--- src/rtl/fetch_stage.sv ---
// Instruction fetch: PC, icache request, redirect absorption and IF/ID latch.
// Define FETCH_PERF_EN to add perf_fetched / perf_stall counters.
module fetch_stage #(
    parameter int                ADDR_W  = 32,
    parameter int                DATA_W  = 32,
    parameter logic [ADDR_W-1:0] PC_INIT = '0
) (
    input  logic              CLK,
    input  logic              RST,
    input  logic              fetch_en,
    input  logic              fdeassert,
    input  logic              ihit,
    input  logic [DATA_W-1:0] imemload,
    output logic              imemREN,
    output logic [ADDR_W-1:0] imemaddr,
    input  logic              redirect_valid,
    input  logic [ADDR_W-1:0] redirect_pc,
    input  logic              halt,
    output logic [DATA_W-1:0] instr_out,
    output logic [ADDR_W-1:0] pc_out,
    output logic [ADDR_W-1:0] npc_out,
    output logic              valid_out,
    output logic              halted
`ifdef FETCH_PERF_EN
    ,
    output logic [31:0]       perf_fetched,
    output logic [31:0]       perf_stall
`endif
);

    typedef enum logic [1:0] {
        S_RUN,
        S_PEND,
        S_HALT
    } state_e;

    state_e            state_q, state_d;
    logic [ADDR_W-1:0] pc_q, pc_d;
    logic [ADDR_W-1:0] pend_pc_q, pend_pc_d;
    logic [DATA_W-1:0] instr_q, instr_d;
    logic [ADDR_W-1:0] pco_q, pco_d;
    logic [ADDR_W-1:0] npc_q, npc_d;
    logic              valid_q, valid_d;
    logic              load;
    logic [ADDR_W-1:0] pc_inc;

    assign pc_inc   = pc_q + ADDR_W'(4);
    assign imemREN  = (state_q != S_HALT);
    assign imemaddr = pc_q;
    assign halted   = (state_q == S_HALT);

    always_comb begin
        state_d   = state_q;
        pc_d      = pc_q;
        pend_pc_d = pend_pc_q;
        load      = 1'b0;
        unique case (state_q)
            S_RUN: begin
                if (ihit) begin
                    if (redirect_valid) begin
                        pc_d = redirect_pc;
                    end else if (fetch_en) begin
                        pc_d = pc_inc;
                        load = 1'b1;
                    end
                end else if (redirect_valid) begin
                    // miss in flight: address must stay stable until ihit
                    pend_pc_d = redirect_pc;
                    state_d   = S_PEND;
                end
            end
            S_PEND: begin
                if (redirect_valid) begin
                    pend_pc_d = redirect_pc;
                end
                if (ihit) begin
                    pc_d    = redirect_valid ? redirect_pc : pend_pc_q;
                    state_d = S_RUN;
                end
            end
            S_HALT: begin
            end
            default: state_d = S_RUN;
        endcase
        if (halt) begin
            state_d   = S_HALT;
            pc_d      = pc_q;
            pend_pc_d = pend_pc_q;
            load      = 1'b0;
        end
    end

    always_comb begin
        instr_d = instr_q;
        pco_d   = pco_q;
        npc_d   = npc_q;
        valid_d = valid_q;
        if (fdeassert) begin
            instr_d = '0;
            pco_d   = '0;
            npc_d   = '0;
            valid_d = 1'b0;
        end else if (load) begin
            instr_d = imemload;
            pco_d   = pc_q;
            npc_d   = pc_inc;
            valid_d = 1'b1;
        end
    end

    always_ff @(posedge CLK) begin
        if (RST) begin
            state_q   <= S_RUN;
            pc_q      <= PC_INIT;
            pend_pc_q <= '0;
            instr_q   <= '0;
            pco_q     <= '0;
            npc_q     <= '0;
            valid_q   <= 1'b0;
        end else begin
            state_q   <= state_d;
            pc_q      <= pc_d;
            pend_pc_q <= pend_pc_d;
            instr_q   <= instr_d;
            pco_q     <= pco_d;
            npc_q     <= npc_d;
            valid_q   <= valid_d;
        end
    end

    assign instr_out = instr_q;
    assign pc_out    = pco_q;
    assign npc_out   = npc_q;
    assign valid_out = valid_q;

`ifdef FETCH_PERF_EN
    logic [31:0] fetched_q, fetched_d;
    logic [31:0] stall_q, stall_d;

    always_comb begin
        fetched_d = fetched_q + {31'b0, load};
        stall_d   = stall_q + {31'b0, imemREN & ~ihit};
    end

    always_ff @(posedge CLK) begin
        if (RST) begin
            fetched_q <= '0;
            stall_q   <= '0;
        end else begin
            fetched_q <= fetched_d;
            stall_q   <= stall_d;
        end
    end

    assign perf_fetched = fetched_q;
    assign perf_stall   = stall_q;
`endif

endmodule

--- config.mk ---
export PLATFORM = sky130hd
export DESIGN_NAME = fetch_stage
export DESIGN_NICKNAME = d
export VERILOG_FILES = /design/src/rtl/fetch_stage.sv
export SDC_FILE = /design/constraint.sdc
export NUM_CORES = 1
export LEC_CHECK = 0
export CORE_ASPECT_RATIO = 1.2
export CORE_MARGIN = 2
export CORE_UTILIZATION = 43
export CTS_CLUSTER_SIZE = 16
export DETAILED_ROUTE_END_ITERATION = 8
export PLACE_DENSITY_LB_ADDON = 0.2
export SETUP_SLACK_MARGIN = 0.02
export SLEW_MARGIN = 15
export SYNTH_ARGS = -nofsm -noshare
export SYNTH_HDL_FRONTEND = slang
export SYNTH_SLANG_ARGS = --single-unit
--- constraint.sdc ---
create_clock -name CLK -period 2 [get_ports CLK]
set_clock_uncertainty 0.2 [all_clocks]
set_input_delay 0.4 -clock CLK [delete_from_list [all_inputs] [get_ports CLK]]
set_output_delay 0.4 -clock CLK [all_outputs]
set_load 0.02 [all_outputs]
==> results of run 1 <==
[through the flow]
step / setup slack, ns / power (mW) / TNS [ns] / utilization / cells
floorplan: 0.0171 / 3.80 / 0 / - / 880
global placement: -0.314 / 4.26 / -21.74 / 0.606 / 1300
detailed placement: -0.363 / 4.27 / -26.55 / 0.606 / 1300
CTS: -0.00334 / 7.60 / -0.00334 / 0.639 / 1332
global route: -0.0164 / 7.82 / -0.0234 / 0.650 / 1335
finish: 0.0458 / 7.57 / 0 / 0.650 / 1335
[power by group]
group	internal [mW]	switching (mW)	total, mW
combinational	0.400	0.435	0.835
sequential	3.28	0.0712	3.35
clock	2.09	1.30	3.39
total	5.77	1.80	7.57
[area by class of cell]
type	count	area share
Multi-Input combinational cell	633	0.335
Sequential cell	161	0.309
Timing Repair Buffer	291	0.270
Clock buffer	23	0.0465
Tap cell	212	0.0253
Clock inverter	9	0.0123
Inverter	6	0.00215
[sequential cells by signal, summed over array words and instances (netlist names)]
register   flops
instr_out     32
pc_out        32
valid_out      1
imemaddr      32
npc_out       30
pend_pc_q     32
state_q        2
[synth_stat cells (all sizes together), types with 5 or more instances]
| cell type | n |
|---|---|
| nand4 | 14 |
| a22oi | 6 |
| nor3 | 16 |
| a21oi | 124 |
| o21ai | 33 |
| nand3 | 21 |
| dfxtp | 161 |
| nand2b | 5 |
| buf | 33 |
| a221oi | 9 |
| o311ai | 8 |
| nor4 | 6 |
| xor2 | 11 |
| clkbuf | 47 |
| and4 | 7 |
| a222oi | 6 |
| and3 | 11 |
| xnor2 | 17 |
| or3 | 9 |
| nor2 | 57 |
| inv | 6 |
| a211oi | 21 |
| nand2 | 206 |
[what timing repair did]
action                     4_1_cts  5_1_grt
setup endpoints to repair       87       56
pin swaps                        2        6
buffers inserted                 0        3
gates resized for setup         91       58
gates cloned                     0        0
[cell families after synthesis]
logic type      share of synthesized area
flops                               0.459
buf+inv                            0.0530
simple gates                        0.238
fa+ha+maj                         0.00178
xor+xnor                           0.0349
mux                               0.00570
compound gates                      0.208
[final timing paths]
| path | slack (ns) | endpoint | startpoint |
|---|---|---|---|
| min | 0.25 | pc_out[11] | pc_out[11] |
| max | 0.05 | instr_out[31] | instr_out[31] |
| min reg2reg | 0.25 | pc_out[11] | pc_out[11] |
| max reg2reg | 0.09 | imemaddr[30] | imemaddr[2] |
[layer usage]
| metal | track usage | routed length (um) | up-vias |
|---|---|---|---|
| li1 | - | - | 3545 |
| met1 | 0.319 | 9550 | 3276 |
| met2 | 0.368 | 9810 | 290 |
| met3 | 0.0548 | 1530 | 42 |
| met4 | 0.0912 | 519 | 0 |
| met5 | 0 | 0 | - |
==> impl_metrics.ini, run 1 <==
[status]
status = complete, no violations

[detailed_routing]
via_count = 7153
initialDrtViolationCount = 519
wl_mm = 21.4
firstDrtPassIters = 5
ant_nets = 0
avgViaCountPerCell = 5.36
wl_per_cell_um = 16.0
drc_errors = 0

[cells_and_area]
multi_input_area_um2 = 3510
final_cell_area_um2 = 10500
area_growth_pct = 49.3
nNetsFinal = 1182
register_area_um2 = 3250
final_cell_mix = nand2_1, dfxtp_1, a21oi_1, dlygate4sd2_1, buf_4
n_fill_cell = 1399
diodes = 0
final_common_cell = nand2_1
layout-drive-gt1-share = 0.146

[hold_path]
hp-class = reg2reg
min_path_cells = 2

[setup_path]
path_class = reg2out
r2r_cells = 6
path_cells = clkdlybuf4s50_1
cp.depth = 1
cpMaxStageDelayCell = clkdlybuf4s50_1
cp_top_family = buffers and inverters
crit_path_start_kind = flop
cp_max_fo = 2
cp-end-kind = output port
required_ns = 1.40
cp_num_buf_inv = 1
cp_slowest_stage_delay_ns = 0.60
arrival_ns = 1.35

[logic_synthesis]
synth_edf_count = 0
ys_types = 60
ys_warn_count = 0
async_flop_share = 0
syn-instance-count = 880
syn_avg_cell_area_um2 = 7.99
synth_fp_nets = 952
synth_area_leaders = dfxtp_1, nand2_1, a21oi_1
yosysTopAreaCell = dfxtp_1
yosys.area.top_type_share = 0.459
synth_top_flop_cell = dfxtp_1
synth_area_um2 = 7030
yosysSeqAreaShare = 0.459
yosys_register_bits = 161

[sta]
timing.fmax_mhz = 512
finalHoldViolCount = 0
layout_min_cycle_time_ns = 1.95
worstMarginPinSlew_ns = 0.458
report.final.slew_viol_count = 0
timing.slew.headroom = 0.694
rsz0062_at_grt = true
fin_crit_sh = 0.977
timing.hold.ws_ns = 0.247
setup_violations = 0

[clock_network]
clk_path_buf_depth = 2
path_clk_slew_ns = 0.06
root_buffer = clkbuf_16
clk_latency_ns = 0.43
ctsHoldBuffers = 0
cts.sinks = 161
cts_tree = yes
h-tree-depth = 4
cts_buffers = 17

[global_route]
grt_pass1_vias = 6147
grt_pass1_wl_mm = 32.6
grt_usage = 0.237
grt.overflow.total = 0
grt_antenna_before_repair = 0
grt_max_degree = 56

[die]
num_rows = 51
initial_core_util = 0.435
die_area_um2 = 17400
core_area_um2 = 16100
ios = 202
die_h_um = 144
dieWidth_um = 121

[power_and_ir_drop]
p_leak_nw = 4.71
ir_drop_mv = 0.587
p_per_area_nw_per_um2 = 722

[flow_run]
maxCapViolations = 0

[placed_design]
post_dp_cell_area_um2 = 9780
gp_congestion = 0.870
place_hpwl_mm = 15.5
portBuffers = 201
Power figures use the tool's default switching activity.
==> inputs of run 2 (changes only) <==
--- a/config.mk
+++ b/config.mk
@@ -8,6 +8,7 @@
 export CORE_ASPECT_RATIO = 1.2
 export CORE_MARGIN = 2
 export CORE_UTILIZATION = 43
+export CTS_BUF_LIST = sky130_fd_sc_hd__clkbuf_16
 export CTS_CLUSTER_SIZE = 16
 export DETAILED_ROUTE_END_ITERATION = 8
 export PLACE_DENSITY_LB_ADDON = 0.2
==> run 2 against run 1 <==
Effect of this change: clock power shrank 5%; sequential share of layout area grew 0.12 points; non-clock buffer count is the same; first-iteration DRC count shrank 12%; largest power group is now registers; die area is the same; critical path type unchanged; core utilization shrank 0.26 points; final cell count is the same; via count shrank 0.74%; cell area shrank 0.39%; hold slack is essentially flat; combinational power is essentially flat.
==> impl_metrics.ini, run 2 (synthesis gave the netlist of run 1 again) <==
[cells_and_area]
nNetsFinal = 1182
stdcell_count = 1335
diodes = 0
final_common_cell = nand2_1
layout-drive-gt1-share = 0.142
fin_util = 0.647
area_growth_pct = 48.7
final_cell_mix = nand2_1, dfxtp_1, a21oi_1, dlygate4sd2_1, buf_4
final_cell_area_um2 = 10500

[die]
initial_core_util = 0.435
die_h_um = 144
core_area_um2 = 16100
dieWidth_um = 121
die_area_um2 = 17400
num_rows = 51
ios = 202

[clock_network]
root_buffer = clkbuf_16
ctsHoldBuffers = 0
clk_latency_ns = 0.43
path_clk_slew_ns = 0.06
cts_buffers = 17
cts_tree = yes
clk_path_buf_depth = 2
h-tree-depth = 4
cts.sinks = 161

[setup_path]
cpMaxStageDelayCell = clkdlybuf4s50_1
crit_path_start_kind = flop
arrival_ns = 1.36
cp_slowest_stage_delay_ns = 0.60
path_class = reg2out
cp-end-kind = output port
path_cells = clkdlybuf4s50_1
cp_top_family = buffers and inverters
required_ns = 1.40
r2r_slack_ns = 0.09
cp_num_buf_inv = 1
cp_max_fo = 2

[global_route]
grt_max_degree = 56
grt.overflow.total = 0
grt_pass1_vias = 6134
grt_pass1_wl_mm = 32.6
grt_antenna_before_repair = 0
grt_usage = 0.236

[power_and_ir_drop]
p_leak_nw = 4.71
p_per_area_nw_per_um2 = 709
p_total_mw = 7.41
ir_drop_mv = 0.590

[sta]
finalHoldViolCount = 0
setup_violations = 0
layout_min_cycle_time_ns = 1.96
report.final.slew_viol_count = 0
timing.hold.ws_ns = 0.247
worstMarginPinSlew_ns = 0.443
setup_slack_ns = 0.0448
fin_crit_sh = 0.978
timing.fmax_mhz = 511
rsz0062_at_grt = true
fin_setup_tns_ns = 0
timing.slew.headroom = 0.704

[detailed_routing]
via_count = 7100
avgViaCountPerCell = 5.32
drc_errors = 0
wl_mm = 21.5
ant_nets = 0
wl_per_cell_um = 16.1
firstDrtPassIters = 8
initialDrtViolationCount = 455

[status]
status = complete, no violations

[placed_design]
gp_congestion = 0.870
preCtsSetupSlack_ns = -0.363
place_hpwl_mm = 15.5
portBuffers = 201
placedCellCount = 1300
post_dp_cell_area_um2 = 9780

[hold_path]
hp-class = reg2reg

[flow_run]
maxCapViolations = 0
[run 2: power by group]
part	internal, mW	total (mW)	switching [mW]	leakage (nW)
clock	1.93	3.22	1.30	0.285
combinational	0.400	0.834	0.434	3.12
sequential	3.28	3.35	0.0718	1.31
total	5.61	7.41	1.80	4.71
[run 2: path summary, 6_finish.rpt]
check           startpoint             to  cells after the start
max          instr_out[31]  instr_out[31]                      1
min             pc_out[11]     pc_out[11]                      2
max reg2reg    imemaddr[2]    imemaddr[8]                      7
min reg2reg     pc_out[11]     pc_out[11]                      2
[run 2: area by class of cell]
| type | count | area [um^2] |
|---|---|---|
| fillers | 1403 | 5690 |
| multi-input cells | 633 | 3510 |
| flip-flops and latches | 161 | 3250 |
| clock buffers | 17 | 425 |
| well taps | 212 | 265 |
| repair buffers | 291 | 2840 |
| inverters | 6 | 22.5 |
| clock inverters | 15 | 151 |
[run 2: layer usage]
metal,vias to the layer above,part of all wire,routed length (um),GRT usage
met2,253,0.46,9880,0.366
met1,3266,0.45,9670,0.320
met3,36,0.066,1420,0.0532
met5,-,0,0,0
li1,3545,-,-,-
met4,0,0.022,481,0.0924
[run 2: worst min-delay path: cells and delay by family, from the launching register on]
kind / cells / cell delay, ns
compound gates: 1 / 0.05
simple gates: 1 / 0.05
flops: 1 / 0.30
[run 2: timing repair]
| item | in CTS | in global routing |
|---|---|---|
| resized for setup | 89 | 59 |
| pin swaps | 2 | 6 |
| setup endpoints to repair | 86 | 57 |
| setup buffers | 0 | 3 |
